File: src/rtl/hazard_pkg.sv
// Shared types for the hazard detector: forward-select encoding, bookkeeping states
// and the shadow pipeline entry layouts.
package hazard_pkg;

    typedef enum logic [1:0] {
        FWD_RF  = 2'b00,
        FWD_MEM = 2'b01,
        FWD_WB  = 2'b10
    } fwd_sel_t;

    typedef enum logic [1:0] {
        RUN   = 2'b00,
        STALL = 2'b01,
        FLUSH = 2'b10
    } hz_state_t;

    localparam logic [4:0] REG_ZERO = 5'd0;

    typedef struct packed {
        logic       vld;
        logic [4:0] rs1;
        logic [4:0] rs2;
        logic [4:0] rd;
        logic       rw;
        logic       mr;
    } ex_ent_t;

    typedef struct packed {
        logic       vld;
        logic [4:0] rd;
        logic       rw;
    } mem_ent_t;

    typedef struct packed {
        logic       vld;
        logic [4:0] rd;
        logic       rw;
    } wb_ent_t;

endpackage

File: src/rtl/hazard_fwd_cmp.sv
// Per-operand forward select: MEM writer beats WB writer, x0 and empty EX never forward.
// Purely combinational, zero latency, no flow control.
module hazard_fwd_cmp
    import hazard_pkg::*;
(
    input  logic       ex_vld,
    input  logic [4:0] rs,
    input  logic       mem_vld,
    input  logic       mem_rw,
    input  logic [4:0] mem_rd,
    input  logic       wb_vld,
    input  logic       wb_rw,
    input  logic [4:0] wb_rd,
    output logic [1:0] sel
);

    always_comb begin
        sel = FWD_RF;
        if (ex_vld && (rs != REG_ZERO)) begin
            if (mem_vld && mem_rw && (mem_rd == rs)) begin
                sel = FWD_MEM;
            end else if (wb_vld && wb_rw && (wb_rd == rs)) begin
                sel = FWD_WB;
            end
        end
    end

endmodule

File: src/rtl/hazard_unit.sv
// Hazard detector with shadow EX/MEM/WB state: forward selects, load-use stall, branch flush.
// Outputs are combinational (zero latency); shadow state and counters update on the clk edge.
module hazard_unit
    import hazard_pkg::*;
#(
    parameter int CNT_W = 16
) (
    input  logic             clk,
    input  logic             rst,
    input  logic             id_valid,
    input  logic [4:0]       id_rs1,
    input  logic [4:0]       id_rs2,
    input  logic             id_use_rs1,
    input  logic             id_use_rs2,
    input  logic [4:0]       id_rd,
    input  logic             id_reg_write,
    input  logic             id_mem_read,
    input  logic             ex_branch_taken,
    output logic             stall,
    output logic             flush_if_id,
    output logic             flush_id_ex,
    output logic [1:0]       fwd_a_sel,
    output logic [1:0]       fwd_b_sel,
    output logic [CNT_W-1:0] stall_count,
    output logic [CNT_W-1:0] flush_count
);

    ex_ent_t          ex_q, ex_d;
    mem_ent_t         mem_q, mem_d;
    wb_ent_t          wb_q, wb_d;
    hz_state_t        state_q, state_d;
    logic [CNT_W-1:0] stall_cnt_q, stall_cnt_d;
    logic [CNT_W-1:0] flush_cnt_q, flush_cnt_d;
    logic             load_use;

    // The STALL qualifier backs up the EX bubble: a held ID instruction can never re-stall.
    always_comb begin
        load_use = id_valid && ex_q.vld && ex_q.mr && (ex_q.rd != REG_ZERO)
                   && (state_q != STALL)
                   && ((id_use_rs1 && (id_rs1 == ex_q.rd)) ||
                       (id_use_rs2 && (id_rs2 == ex_q.rd)));
    end

    always_comb begin
        stall       = load_use && !ex_branch_taken;
        flush_if_id = ex_branch_taken;
        flush_id_ex = load_use || ex_branch_taken;
    end

    always_comb begin
        ex_d     = '0;
        ex_d.vld = id_valid;
        ex_d.rs1 = id_rs1;
        ex_d.rs2 = id_rs2;
        ex_d.rd  = id_rd;
        ex_d.rw  = id_reg_write;
        ex_d.mr  = id_mem_read;
        if (stall || flush_id_ex) begin
            ex_d = '0;
        end

        mem_d     = '0;
        mem_d.vld = ex_q.vld;
        mem_d.rd  = ex_q.rd;
        mem_d.rw  = ex_q.rw;

        wb_d     = '0;
        wb_d.vld = mem_q.vld;
        wb_d.rd  = mem_q.rd;
        wb_d.rw  = mem_q.rw;
    end

    always_comb begin
        state_d = RUN;
        if (ex_branch_taken) begin
            state_d = FLUSH;
        end else if (stall) begin
            state_d = STALL;
        end
    end

    always_comb begin
        stall_cnt_d = stall_cnt_q;
        flush_cnt_d = flush_cnt_q;
        if (stall && (stall_cnt_q != {CNT_W{1'b1}})) begin
            stall_cnt_d = stall_cnt_q + CNT_W'(1);
        end
        if (ex_branch_taken && (flush_cnt_q != {CNT_W{1'b1}})) begin
            flush_cnt_d = flush_cnt_q + CNT_W'(1);
        end
    end

    always_ff @(posedge clk) begin
        if (rst) begin
            ex_q        <= '0;
            mem_q       <= '0;
            wb_q        <= '0;
            state_q     <= RUN;
            stall_cnt_q <= '0;
            flush_cnt_q <= '0;
        end else begin
            ex_q        <= ex_d;
            mem_q       <= mem_d;
            wb_q        <= wb_d;
            state_q     <= state_d;
            stall_cnt_q <= stall_cnt_d;
            flush_cnt_q <= flush_cnt_d;
        end
    end

    hazard_fwd_cmp u_fwd_a (
        .ex_vld  (ex_q.vld),
        .rs      (ex_q.rs1),
        .mem_vld (mem_q.vld),
        .mem_rw  (mem_q.rw),
        .mem_rd  (mem_q.rd),
        .wb_vld  (wb_q.vld),
        .wb_rw   (wb_q.rw),
        .wb_rd   (wb_q.rd),
        .sel     (fwd_a_sel)
    );

    hazard_fwd_cmp u_fwd_b (
        .ex_vld  (ex_q.vld),
        .rs      (ex_q.rs2),
        .mem_vld (mem_q.vld),
        .mem_rw  (mem_q.rw),
        .mem_rd  (mem_q.rd),
        .wb_vld  (wb_q.vld),
        .wb_rw   (wb_q.rw),
        .wb_rd   (wb_q.rd),
        .sel     (fwd_b_sel)
    );

    assign stall_count = stall_cnt_q;
    assign flush_count = flush_cnt_q;

endmodule

File: config.mk
export PLATFORM = sky130hd
export DESIGN_NAME = hazard_unit
export DESIGN_NICKNAME = d
export VERILOG_FILES = /design/src/rtl/hazard_pkg.sv /design/src/rtl/hazard_fwd_cmp.sv /design/src/rtl/hazard_unit.sv
export SDC_FILE = /design/constraint.sdc
export NUM_CORES = 1
export LEC_CHECK = 0
export ABC_CLOCK_PERIOD_IN_PS = 1700
export CAP_MARGIN = 20
export CORE_MARGIN = 1.5
export CORE_UTILIZATION = 46
export CTS_BUF_LIST = sky130_fd_sc_hd__clkbuf_4 sky130_fd_sc_hd__clkbuf_8 sky130_fd_sc_hd__clkbuf_16
export DETAILED_ROUTE_END_ITERATION = 10
export PLACE_DENSITY = 0.71
export SLEW_MARGIN = 15
export SYNTH_ARGS = -nofsm -noshare
export SYNTH_HDL_FRONTEND = slang
export SYNTH_SLANG_ARGS = --single-unit
File: constraint.sdc
create_clock -name clk -period 1.7 [get_ports clk]
set_input_delay 0.17 -clock clk [delete_from_list [all_inputs] [get_ports clk]]
set_output_delay 0.17 -clock clk [all_outputs]
set_load 0.02 [all_outputs]
Word level (Yosys, flattened, before mapping)
Cells that the tools add are included.

Register bits: 66. Input bits: 23. Logic and storage cells: 62.

$add $sub $neg: 2. Equal/unequal tests: 9. Multiplexer cells: 8. Reduce and logical (&&, ||, !) cells: 27.

Operators with widths (number): $add A16 B1 Y16 const B (2); $ne A16 B16 Y1 const B (2); $eq A5 B5 Y1 (6); $logic_and A1 B1 Y1 (18); $reduce_bool A5 Y1 (3); $mux W2 (7); $reduce_or A2 Y1 (2); $logic_or A1 B1 Y1 (3); $ne A2 B1 Y1 const B (1); $logic_not A1 Y1 (1); $mux W1 (1).

Logic depth before layout (Yosys ltp)
Gate-level depths: netlist of the first run.

Depth after elaboration: 8. Depth in mapped cells: 7. Mapped depth without buffers: 6.

Hierarchy
A second synthesis of the first run with hierarchy kept.

Cells, all modules: 333. Area, all modules: 3105.5 µm².

By module, submodules not included: hazard_unit (times used 1, cells an instance 297, area an instance 2825.2 µm², seq. area each 1321.3 µm²); hazard_fwd_cmp (times used 2, cells an instance 18, area an instance 140.1 µm², seq. area each 0.0 µm²).

Worst setup path after synthesis of the first run
OpenSTA, ideal clock, no wires.

Path type: register to register. Start point: reg stall_cnt_q[2], in the netlist stall_count[2]. End point: reg stall_cnt_q[15], in the netlist stall_count[15]. Arrival: 1.866 ns. Setup slack: -0.282 ns. Stages on the path, launching flop included: 7. Path buffers: 1. Cell sequence: dfxtp_1 > and4_1 > buf_2 > nand3_1 > or3_1 > or4_1 > a31o_2.

Longest elaborated chain between the ends: 2.

RTL lines: start, declared (RTL line hazard_unit.sv:32) `logic [CNT_W-1:0] stall_cnt_q, stall_cnt_d;`; start signal, assigned (RTL line hazard_unit.sv:106) `stall_cnt_q <= stall_cnt_d;`; branches (longest 2 deep; another with $add A16 B1 Y16).

Parallel ways; which one is timed is not known. A chain may end at the register's enable or synchronous reset.

Final worst setup path of the first run
Start point: reg ex_q[3] in the netlist's numbering. End point: reg stall_cnt_q[12], in the netlist stall_count[12].

Longest elaborated chain between the ends: 6.

RTL lines: start, declared (RTL line hazard_unit.sv:28) `ex_ent_t ex_q, ex_d;`; start signal, assigned (RTL line hazard_unit.sv:95) `ex_q <= '0;`; start signal, assigned (RTL line hazard_unit.sv:102) `ex_q <= ex_d;`; $eq A5 B5 Y1 (tied with other cells) (RTL line hazard_unit.sv:40) `&& ((id_use_rs1 && (id_rs1 == ex_q.rd)) ||`; $logic_and A1 B1 Y1 (on tied branches) (RTL line hazard_unit.sv:40, hazard_unit.sv:38, hazard_unit.sv:41); $logic_or A1 B1 Y1 / $logic_and A1 B1 Y1 (equally long branches) (RTL line hazard_unit.sv:40, hazard_unit.sv:39); $logic_and A1 B1 Y1 * (RTL line hazard_unit.sv:40); $logic_and A1 B1 Y1 * (RTL line hazard_unit.sv:45) `stall = load_use && !ex_branch_taken;`; $logic_and A1 B1 Y1 * (RTL line hazard_unit.sv:85) `if (stall && (stall_cnt_q != {CNT_W{1'b1}})) begin`.

Every way passes the cells marked *; elsewhere a longest branch is shown, timed or not.

==> out/qor.yml, run 1 <==
sta:
  finClkSkew_ns: 0.0158
  hold_viol_final: 0
  min_period_over_period: 1.22
  fin_ws_ns: -0.368
  slew_viol_final: 0
  rsz0062_at_grt: "true"
  fmax_mhz: 484
  finalSetupTns_ns: -10.63
  setup_viol: 41
  tightest_slew_ns: 0.536
  fin_crit_ns: 2.07
  slew_headroom: 0.641
logic_synthesis:
  synth_fa_ha_area_frac: 0.00812
  yosysSeqAreaShare: 0.429
  yosys.area_share.simple: 0.309
  synth_edf_count: 0
  synth_top_family_by_area: "simple AND/OR/NAND/NOR gates"
  synthCells: 339
  synth_compound_area_frac: 0.0966
  muxShareOfSynthArea: 0.0179
  synth_seq_cells: 66
  netlist-cell-type-count: 47
  syn-num-nets: 364
  synth-xor-area-share: 0.114
  ys.warnings.count: 0
  ys.flop_type: "dfxtp_1"
  ys_async_sr_fraction: 0
  synth_area_sq_um: 3080
  avgSynthCellArea_sq_um: 9.09
cts:
  clockBufferDepth: 2
  cts_made_buffers: 9
  cts_tree: "done"
  clock_latency_ns: 0.34
  cts_sinks: 66
  cts_root_buf: "clkbuf_8"
  htree_levels: 3
  clkSlewWorstSetupHoldPaths_ns: 0.08
global_route:
  track_usage: 0.247
  grt_max_degree: 23
  grt_pass1_vias: 2999
  grt_overflow: 0
  grt_pass1_wl_um: 14100
  antenna_found_initial: 0
floorplanning:
  die_y_um: 84.9
  io_pins: 62
  rows: 29
  initial_core_util: 0.480
  die_w_um: 84.9
  core-area_sq_um: 6420
  die-area_sq_um: 7200
critical_path:
  critPathLaunchType: "flop"
  cp_max_fo: 6
  path_cells: "or4_4 -> o211ai_4 -> buf_6 -> buf_6 -> nor3_2 -> nor3b_2 -> o221a_2"
  critPathArrivalTime_ns: 2.30
  crit_path_top_delay_cell: "or4_4"
  critical_path.endpoint_type: "flop"
  crit_required_ns: 1.93
  cp_common_cell: "buf_6"
  critPathKind: "reg -> reg"
  max_stage_delay_ns: 0.57
  rrSetupSlack_ns: -0.37
route:
  ant_nets: 0
  drt-total-wl_um: 9810
  vias: 3185
  drcViolationCount: 6
  first_iter_violations: 203
  dr.pass1.iters: 8
  avgViaCountPerCell: 5.77
  wl_per_cell_um: 17.8
placement:
  dpl.hpwl_um: 5830
  gp_congestion: 0.866
  placed_cell_area_sq_um: 4260
  post-place-ws_ns: -0.701
  io_buffers: 61
power:
  power.leakage_nw: 1.89
  p_per_area_nw_per_um2: 695
  ir_worst_vdd_mv: 0.386
run_status:
  failed_checks: "DRC, setup timing"
  status: "finished, violations left"
final_layout:
  layout_commonest_cell: "buf_4"
  layout_common_cells: "65 x buf_4, 54 x clkdlybuf4s50_1, 47 x dfxtp_1"
  antennaDiodeCount: 0
  syn2layout_area_growth_pct: 61.5
  nets: 495
  fin_area_sq_um: 4980
  drive_gt1_frac: 0.371
flow_run:
  max-cap-violations: 0
worst_hold_path:
  hp-class: "in -> reg"
repair_timing:
item | in CTS | in global routing
endpoints found under the setup margin | 40 | 45
pin swaps | 17 | 16
gates cloned | 1 | 3
hold buffers | 0 | 0
setup buffers | 7 | 6
resized for setup | 72 | 44
final timing paths:
kind               startpoint         endpoint  depth (start not counted)
hold / removal    id_mem_read          ex_q[0]                          2
setup / recovery      ex_q[3]  stall_count[12]                          7
hold reg to reg       ex_q[1]         mem_q[0]                          1
setup reg to reg      ex_q[3]  stall_count[12]                          7
cells by family after synthesis:
group	Yosys count
fa+ha+maj	2
simple gates	167
compound gates	41
buf+inv	18
flops	66
xor+xnor	40
mux	5
report_power, final:
group / internal [mW] / switching [mW]
combinational: 0.182 / 0.182
clock: 0.855 / 0.637
sequential: 1.57 / 0.0306
total: 2.61 / 0.850
stage by stage:
step | cells | utilization | total power, mW | hold WS (ns)
global route | 552 | 0.775 | 3.58 | 0.389
global placement | 520 | 0.663 | 1.90 | 0.425
finish | 552 | 0.775 | 3.46 | 0.397
detailed placement | 520 | 0.663 | 1.91 | 0.450
CTS | 544 | 0.729 | 3.40 | 0.382
floorplan | 339 | - | 1.77 | 0.292
state kept, by name, indices dropped and copies added, names as in the netlist:
name	flops
stall_count	16
wb_q	7
ex_q	18
flush_count	16
state_q	2
mem_q	7
critical path, delay by kind of cell, from the launching register on:
kind                   cells  cell delay, ns
AND/OR/NAND/NOR            3            0.77
AO/OA/AOI/OAI              2            0.54
flip-flops                 1            0.36
buffers and inverters      2            0.27
metal layers:
layer,wire length (um),track usage,share of wire
met2,4870,0.404,0.50
met5,0,0,0
met3,492,0.0506,0.050
met1,4220,0.312,0.43
met4,224,0.118,0.023
synthesized netlist by cell type, types with 4 or more instances:
cell type,number,area (sq um)
a21oi_1,10,50.1
and2_1,20,125
and3_1,5,31.3
and4_1,5,43.8
clkbuf_1,8,30.0
dfxtp_1,66,1320
mux2_2,4,45.0
nand2_1,13,48.8
nand3_1,13,65.1
nand4_1,14,87.6
nor2_1,23,86.3
nor2b_1,19,119
nor3_1,16,80.1
nor4_1,15,93.8
o21ai_0,8,40.0
or3_1,7,43.8
or4_1,7,52.6
xnor2_1,22,193
xor2_1,18,158
final cells by class:
cell class              count  area, sq um
multi-input cells         258         2120
fillers                   404         1450
flip-flops and latches     66         1360
repair buffers            131         1160
clock buffers              12          176
well taps                  77         96.3
clock inverters             4         55.1
inverters                   4         15.0
Power figures use the tool's default switching activity.
==> inputs of run 2 (changes only) <==
- HOLD_SLACK_MARGIN: default -> 0.03
- SYNTH_HIERARCHICAL: default -> 1
==> run 2 against run 1 <==
Net effect: the run still ends with DRC, setup timing left; global-route usage is 1.1 points lower; register-to-register slack better by 0.16 ns; sequential share of layout area is 0.078 points higher; via count is 4.2% lower; critical path type unchanged; largest cell class unchanged.
==> out/qor.yml, run 2 <==
cts:
  clockBufferDepth: 2  # unchanged
  cts_sinks: 66  # unchanged
  cts_root_buf: "clkbuf_8"
  cts_tree: "done"
  cts_made_buffers: 9  # unchanged
  hold_buffers: 0  # unchanged
  htree_levels: 3  # unchanged
  clock_latency_ns: 0.35  # about the same
  clkSlewWorstSetupHoldPaths_ns: 0.07  # about the same
power:
  finalPower_mw: 3.35  # -2.9%
  ir_worst_vdd_mv: 0.549  # +42%
  power.leakage_nw: 1.94  # +2.9%
  p_per_area_nw_per_um2: 666  # -4.1%
critical_path:
  r2r_end: "stall_count[3]"
  critPathLaunchType: "flop"
  crit_required_ns: 1.93  # about the same
  cp_max_fo: 9  # +3
  rrSetupSlack_ns: -0.21  # +0.16 ns
  r2r_cells: 6  # -1
  rr_startpoint: "ex_q[6]"
  critPathArrivalTime_ns: 2.14  # -0.16 ns
  critPathKind: "reg -> reg"
  critical_path.endpoint_type: "flop"
  critPathLaunch: "ex_q[6]"
sta:
  min_period_over_period: 1.12  # -0.0927
  rsz0062_at_grt: "true"
  holdWs_ns: 0.166  # -0.231 ns
  hold_viol_final: 0  # unchanged
  fin_crit_ns: 1.91  # -0.158 ns
  slew_headroom: 0.714  # +0.0735
  finalSetupTns_ns: -3.93  # +6.69 ns
  tightest_slew_ns: 0.418  # -0.119 ns
  fmax_mhz: 523  # +8.2%
  finClkSkew_ns: 0.00571  # -0.0101 ns
  fin_ws_ns: -0.211  # +0.158 ns
  setup_viol: 39  # -4.9%
  slew_viol_final: 0  # unchanged
worst_hold_path:
  hp-class: "in -> reg"
  hold_path_end: "state_q[1]"
  min_path_cells: 2  # unchanged
  min_from: "rst"
global_route:
  antenna_found_initial: 0  # unchanged
  grt_max_degree: 21  # -8.7%
  track_usage: 0.236  # -0.0107
  grt_pass1_wl_um: 13400  # -5.0%
  grt_pass1_vias: 2889  # -3.7%
  grt_overflow: 0  # unchanged
floorplanning:
  initial_core_util: 0.484  # +0.00370
  die-area_sq_um: 7250  # +0.74%
  rows: 29  # unchanged
  io_pins: 62  # unchanged
  die_y_um: 85.2  # +0.37%
  die_w_um: 85.2  # +0.37%
  core-area_sq_um: 6420  # unchanged
logic_synthesis:
  ys.warnings.count: 6  # +6
  ys_top_cells_by_count: "66 x dfxtp_1, 26 x xnor2_1, 24 x nor2_1"
  syn-num-nets: 358  # -1.6%
  synth_top_area_share: 0.425  # -0.00328
  yosys.area_share.simple: 0.297  # -0.0124
  synth_top_family_by_area: "simple AND/OR/NAND/NOR gates"
  yosysTopAreaCell: "dfxtp_1"
  netlist-cell-type-count: 56  # +19%
  synth_fa_ha_area_frac: 0.00806  # -0.0000622
  muxShareOfSynthArea: 0.0246  # +0.00671
  synth_edf_count: 0  # unchanged
  synthCells: 333  # -1.8%
  yosys-top-cells-area: "dfxtp_1 43%, xnor2_1 7.3%, and2_1 4.0%"
  synth_seq_cells: 66  # unchanged
  ys.flop_type: "dfxtp_1"
  yosysSeqAreaShare: 0.425  # -0.00328
  synth-xor-area-share: 0.110  # -0.00369
  avgSynthCellArea_sq_um: 9.33  # +2.6%
  yosys.cell_count.top_type: "dfxtp_1"
  ys_async_sr_fraction: 0  # unchanged
  synth_area_sq_um: 3110  # +0.77%
  synth_compound_area_frac: 0.110  # +0.0138
final_layout:
  syn2layout_area_growth_pct: 62.2
  seq_area_sq_um: 1380  # +1.5%
  regMostFlops: "ex_q"
  multi_input_area_sq_um: 2050  # -3.2%
  utilization: 0.784  # +0.00916
  fillers: 430  # +6.4%
  drive_gt1_frac: 0.422  # +0.0518
  largest_register_ffs: 18  # unchanged
  nets: 503  # +1.6%
  antennaDiodeCount: 0  # unchanged
  layout_commonest_cell: "buf_4"
  layout_common_cells: "73 x buf_4, 51 x clkdlybuf4s50_1, 37 x dfxtp_1"
route:
  ant_nets: 0  # unchanged
  drcViolationCount: 4  # -2
  wl_per_cell_um: 16.1  # -9.2%
  avgViaCountPerCell: 5.45  # -5.6%
  first_iter_violations: 140  # -31%
  dr.pass1.iters: 7  # -1
  vias: 3051  # -4.2%
  drt-total-wl_um: 9040  # -7.9%
placement:
  post-place-ws_ns: -0.481  # +0.219 ns
  gp_congestion: 0.874  # +0.89%
  dpl.hpwl_um: 5900  # +1.2%
  io_buffers: 61  # unchanged
flow_run:
  max-cap-violations: 0  # unchanged
run_status:
  failed_checks: "DRC, setup timing"
  status: "finished, violations left"
run 2: cell types whose count changed after synthesis, sizes merged, moves of 4 or more:
| cell | before | now |
|---|---|---|
| o31ai | 1 | 6 |
| a211oi | 2 | 6 |
| nor3 | 16 | 5 |
| a21oi | 10 | 14 |
| xor2 | 18 | 13 |
| xnor2 | 22 | 26 |
| and3 | 5 | 1 |
| nand2 | 13 | 19 |
| nor4 | 15 | 10 |
run 2: area by class of cell:
| class | instances | area share |
|---|---|---|
| well taps | 77 | 0.0191 |
| repair buffers | 145 | 0.256 |
| flip-flops and latches | 66 | 0.274 |
| inverters | 3 | 0.00224 |
| multi-input cells | 253 | 0.407 |
| clock buffers | 12 | 0.0325 |
| clock inverters | 4 | 0.00969 |
run 2: per-layer routing:
metal,vias to the layer above,track usage,wire length [um]
met5,-,0,0
met4,0,0.0939,123
met3,11,0.0632,427
met2,69,0.413,4640
met1,1479,0.274,3850
li1,1492,-,-
run 2: power by group:
| part | total (mW) | switching, mW | internal [mW] |
|---|---|---|---|
| clock | 1.40 | 0.603 | 0.797 |
| combinational | 0.353 | 0.157 | 0.196 |
| sequential | 1.60 | 0.0341 | 1.57 |
| total | 3.35 | 0.794 | 2.56 |
run 2: how the worst max path moves through the flow:
stage                            to  slack, ns  cells after the start
floorplan            stall_count[3]       -0.1                      6
global placement     stall_count[4]      -0.48                      7
detailed placement   stall_count[4]      -0.48                      7
CTS                  stall_count[6]      -0.16                      6
global route        stall_count[15]      -0.29                      5
finish               stall_count[3]      -0.21                      6
run 2: timing repair:
action / 4_1_cts / 5_1_grt
pin swaps: 20 / 28
cloned: 0 / 1
resized for setup: 69 / 43
buffers inserted: 5 / 14
setup endpoints to repair: 46 / 55
run 2: per-stage QoR:
stage	instances	instance area, sq um
6_report	560	5040
5_1_grt	560	5040
4_1_cts	546	4740
3_5_place_dp	525	4310
3_3_place_gp	525	4310
2_1_floorplan	333	3180
run 2: logic make-up (layout without fill, tap and decap cells):
group | Yosys count | in the layout
flip-flops | 66 | 66
AND/OR/NAND/NOR | 156 | 157
XOR/XNOR | 39 | 39
adder cells (fa/ha/maj) | 2 | 2
buffers and inverters | 15 | 164
AO/OA/AOI/OAI | 49 | 49
multiplexers | 6 | 6
run 2: critical path, cell delays in order, from the launching register on:
cell and delay (ns):
dfxtp_4 0.37, xnor2_2 0.19, nand4_1 0.15, o22a_2 0.32
buf_6 0.16, nor4_2 0.28, mux2_4 0.32
==> inputs of run 3 (changes only) <==
- PLACE_DENSITY: 0.71 -> 0.75
==> run 3 against run 2 <==
Net effect: worst hold slack better by 0.089 ns; non-clock buffer count down 6; the run still ends with DRC, setup timing left; sequential power about the same.
==> out/qor.yml, run 3 (same netlist as run 2, synthesis figures left out) <==
route:
  first_iter_violations: 170  # +21%
  drcViolationCount: 2  # -2
  dr.pass1.iters: 7  # unchanged
  wl_per_cell_um: 17.6  # +8.7%
  ant_nets: 0  # unchanged
  avgViaCountPerCell: 5.61  # +3.0%
  drt-total-wl_um: 9720  # +7.5%
  vias: 3109  # +1.9%
cts:
  cts_root_buf: "clkbuf_8"
  htree_levels: 3  # unchanged
  clkSlewWorstSetupHoldPaths_ns: 0.07  # about the same
  cts_tree: "done"
  cts_made_buffers: 9  # unchanged
  clock_latency_ns: 0.34  # about the same
  cts_sinks: 66  # unchanged
  clockBufferDepth: 2  # unchanged
final_layout:
  largest_register_ffs: 18  # unchanged
  layout_commonest_cell: "buf_4"
  fin_cells: 554  # -1.1%
  antennaDiodeCount: 0  # unchanged
  syn2layout_area_growth_pct: 61.0
  layout_common_cells: "66 x buf_4, 51 x clkdlybuf4s50_1, 36 x dfxtp_1"
  drive_gt1_frac: 0.396  # -0.0261
  regMostFlops: "ex_q"
  fin_area_sq_um: 5000  # -0.72%
  nets: 497  # -1.2%
global_route:
  track_usage: 0.256  # +0.0202
  antenna_found_initial: 0  # unchanged
  grt_pass1_wl_um: 14600  # +9.4%
  grt_pass1_vias: 3068  # +6.2%
  grt_max_degree: 51  # +140%
  grt_overflow: 0  # unchanged
floorplanning:
  io_pins: 62  # unchanged
  core-area_sq_um: 6420  # unchanged
  die_y_um: 85.2  # unchanged
  rows: 29  # unchanged
  initial_core_util: 0.484  # unchanged
  die-area_sq_um: 7250  # unchanged
  die_w_um: 85.2  # unchanged
power:
  power_frac_clock: 0.424  # +0.007
  p_switching_uw: 844  # +6.3%
  finalPower_mw: 3.37  # +0.59%
  seqPwrFrac: 0.473  # -0.004
  power.leakage_nw: 1.93  # -0.45%
  p_sw_frac: 0.250  # +0.0134
  power_frac_comb: 0.103  # -0.002
  p_int_mw: 2.53  # -1.2%
  p_per_area_nw_per_um2: 675  # +1.3%
  ir_worst_vdd_mv: 0.533  # -2.9%
placement:
  io_buffers: 61  # unchanged
  gp_congestion: 0.840  # -3.8%
  place_inst: 523  # -0.38%
  dpl.hpwl_um: 5790  # -1.9%
  placed_cell_area_sq_um: 4310  # about the same
sta:
  hold_viol_final: 0  # unchanged
  setup_viol: 21  # -46%
  slew_headroom: 0.607  # -0.107
  rsz0062_at_grt: "true"
  min_period_over_period: 1.14  # +0.0141
  holdWs_ns: 0.254  # +0.0888 ns
  fin_crit_ns: 1.93  # +0.0239 ns
  fmax_mhz: 517  # -1.2%
  tightest_slew_ns: 0.574  # +0.157 ns
  fin_ws_ns: -0.235  # -0.0239 ns
  finClkSkew_ns: 0.00633  # +0.000626 ns
  slew_viol_final: 0  # unchanged
critical_path:
  critical_path.endpoint_type: "output pin"
  critPathKind: "reg -> out"
  r2r_cells: 6  # unchanged
  critPathArrivalTime_ns: 1.76  # -0.38 ns
  critPathLaunchType: "flop"
  rrSetupSlack_ns: -0.20  # about the same
  r2r_end: "stall_count[4]"
  cp_max_fo: 4  # -5
  rr_startpoint: "ex_q[3]"
  crit_required_ns: 1.53  # -0.40 ns
run_status:
  failed_checks: "DRC, setup timing"
  status: "finished, violations left"
flow_run:
  max-cap-violations: 0  # unchanged
worst_hold_path:
  min_from: "id_rs1[1]"
  hold_path_end: "ex_q[13]"
  hp-class: "in -> reg"
  min_path_cells: 2  # unchanged
## run 3: how the worst max path moves through the flow
stage                        start         endpoint  cells after the start
floorplan           stall_count[6]   stall_count[3]                      6
global placement         id_rs1[4]  stall_count[15]                      7
global route               ex_q[3]            stall                      6
finish                     ex_q[3]            stall                      6
detailed placement       id_rs1[1]   stall_count[4]                      7
CTS                        ex_q[4]   stall_count[4]                      6
## run 3: area by class of cell
cell class / instances / area, sq um
inverters: 3 / 11.3
multi-input cells: 253 / 2030
flip-flops and latches: 66 / 1380
repair buffers: 139 / 1270
well taps: 77 / 96.3
clock buffers: 10 / 149
fillers: 395 / 1420
clock inverters: 6 / 71.3
## run 3: worst max-delay path: stages, from the launching register on
cell,delay [ns]
dfxtp_4,0.37
xnor2_2,0.18
nand4_1,0.16
o22a_4,0.31
buf_4,0.16
nor2_4,0.11
buf_6,0.13
## run 3: metal layers
metal  share of wire  track usage  up-vias
met5               0            0        -
met4           0.020       0.0999        0
li1                -            -     1478
met2            0.52        0.452       98
met1            0.41        0.310     1515
met3           0.050       0.0428       18
## run 3: repair_timing
action	4_1_cts	5_1_grt
gates resized for setup	73	37
pin swaps	29	19
buffers inserted	9	5
endpoints found under the setup margin	44	47
hold buffers	0	0
cloned	2	0
## run 3: power by group through the flow
stage / clock [mW] / combinational [mW] / sequential, mW
after detailed placement: 0 / 0.279 / 1.63
after global placement: 0 / 0.275 / 1.63
after CTS: 1.44 / 0.314 / 1.60
after global routing: 1.52 / 0.367 / 1.60
after floorplan: 0 / 0.129 / 1.64
final: 1.43 / 0.348 / 1.60
## run 3: stage by stage
| step | setup slack (ns) | TNS [ns] | utilization |
|---|---|---|---|
| floorplan | -0.0977 | -0.288 | - |
| global placement | -0.453 | -16.19 | 0.671 |
| detailed placement | -0.470 | -17.02 | 0.671 |
| CTS | -0.172 | -4.21 | 0.747 |
| global route | -0.311 | -5.96 | 0.778 |
| finish | -0.235 | -3.13 | 0.778 |
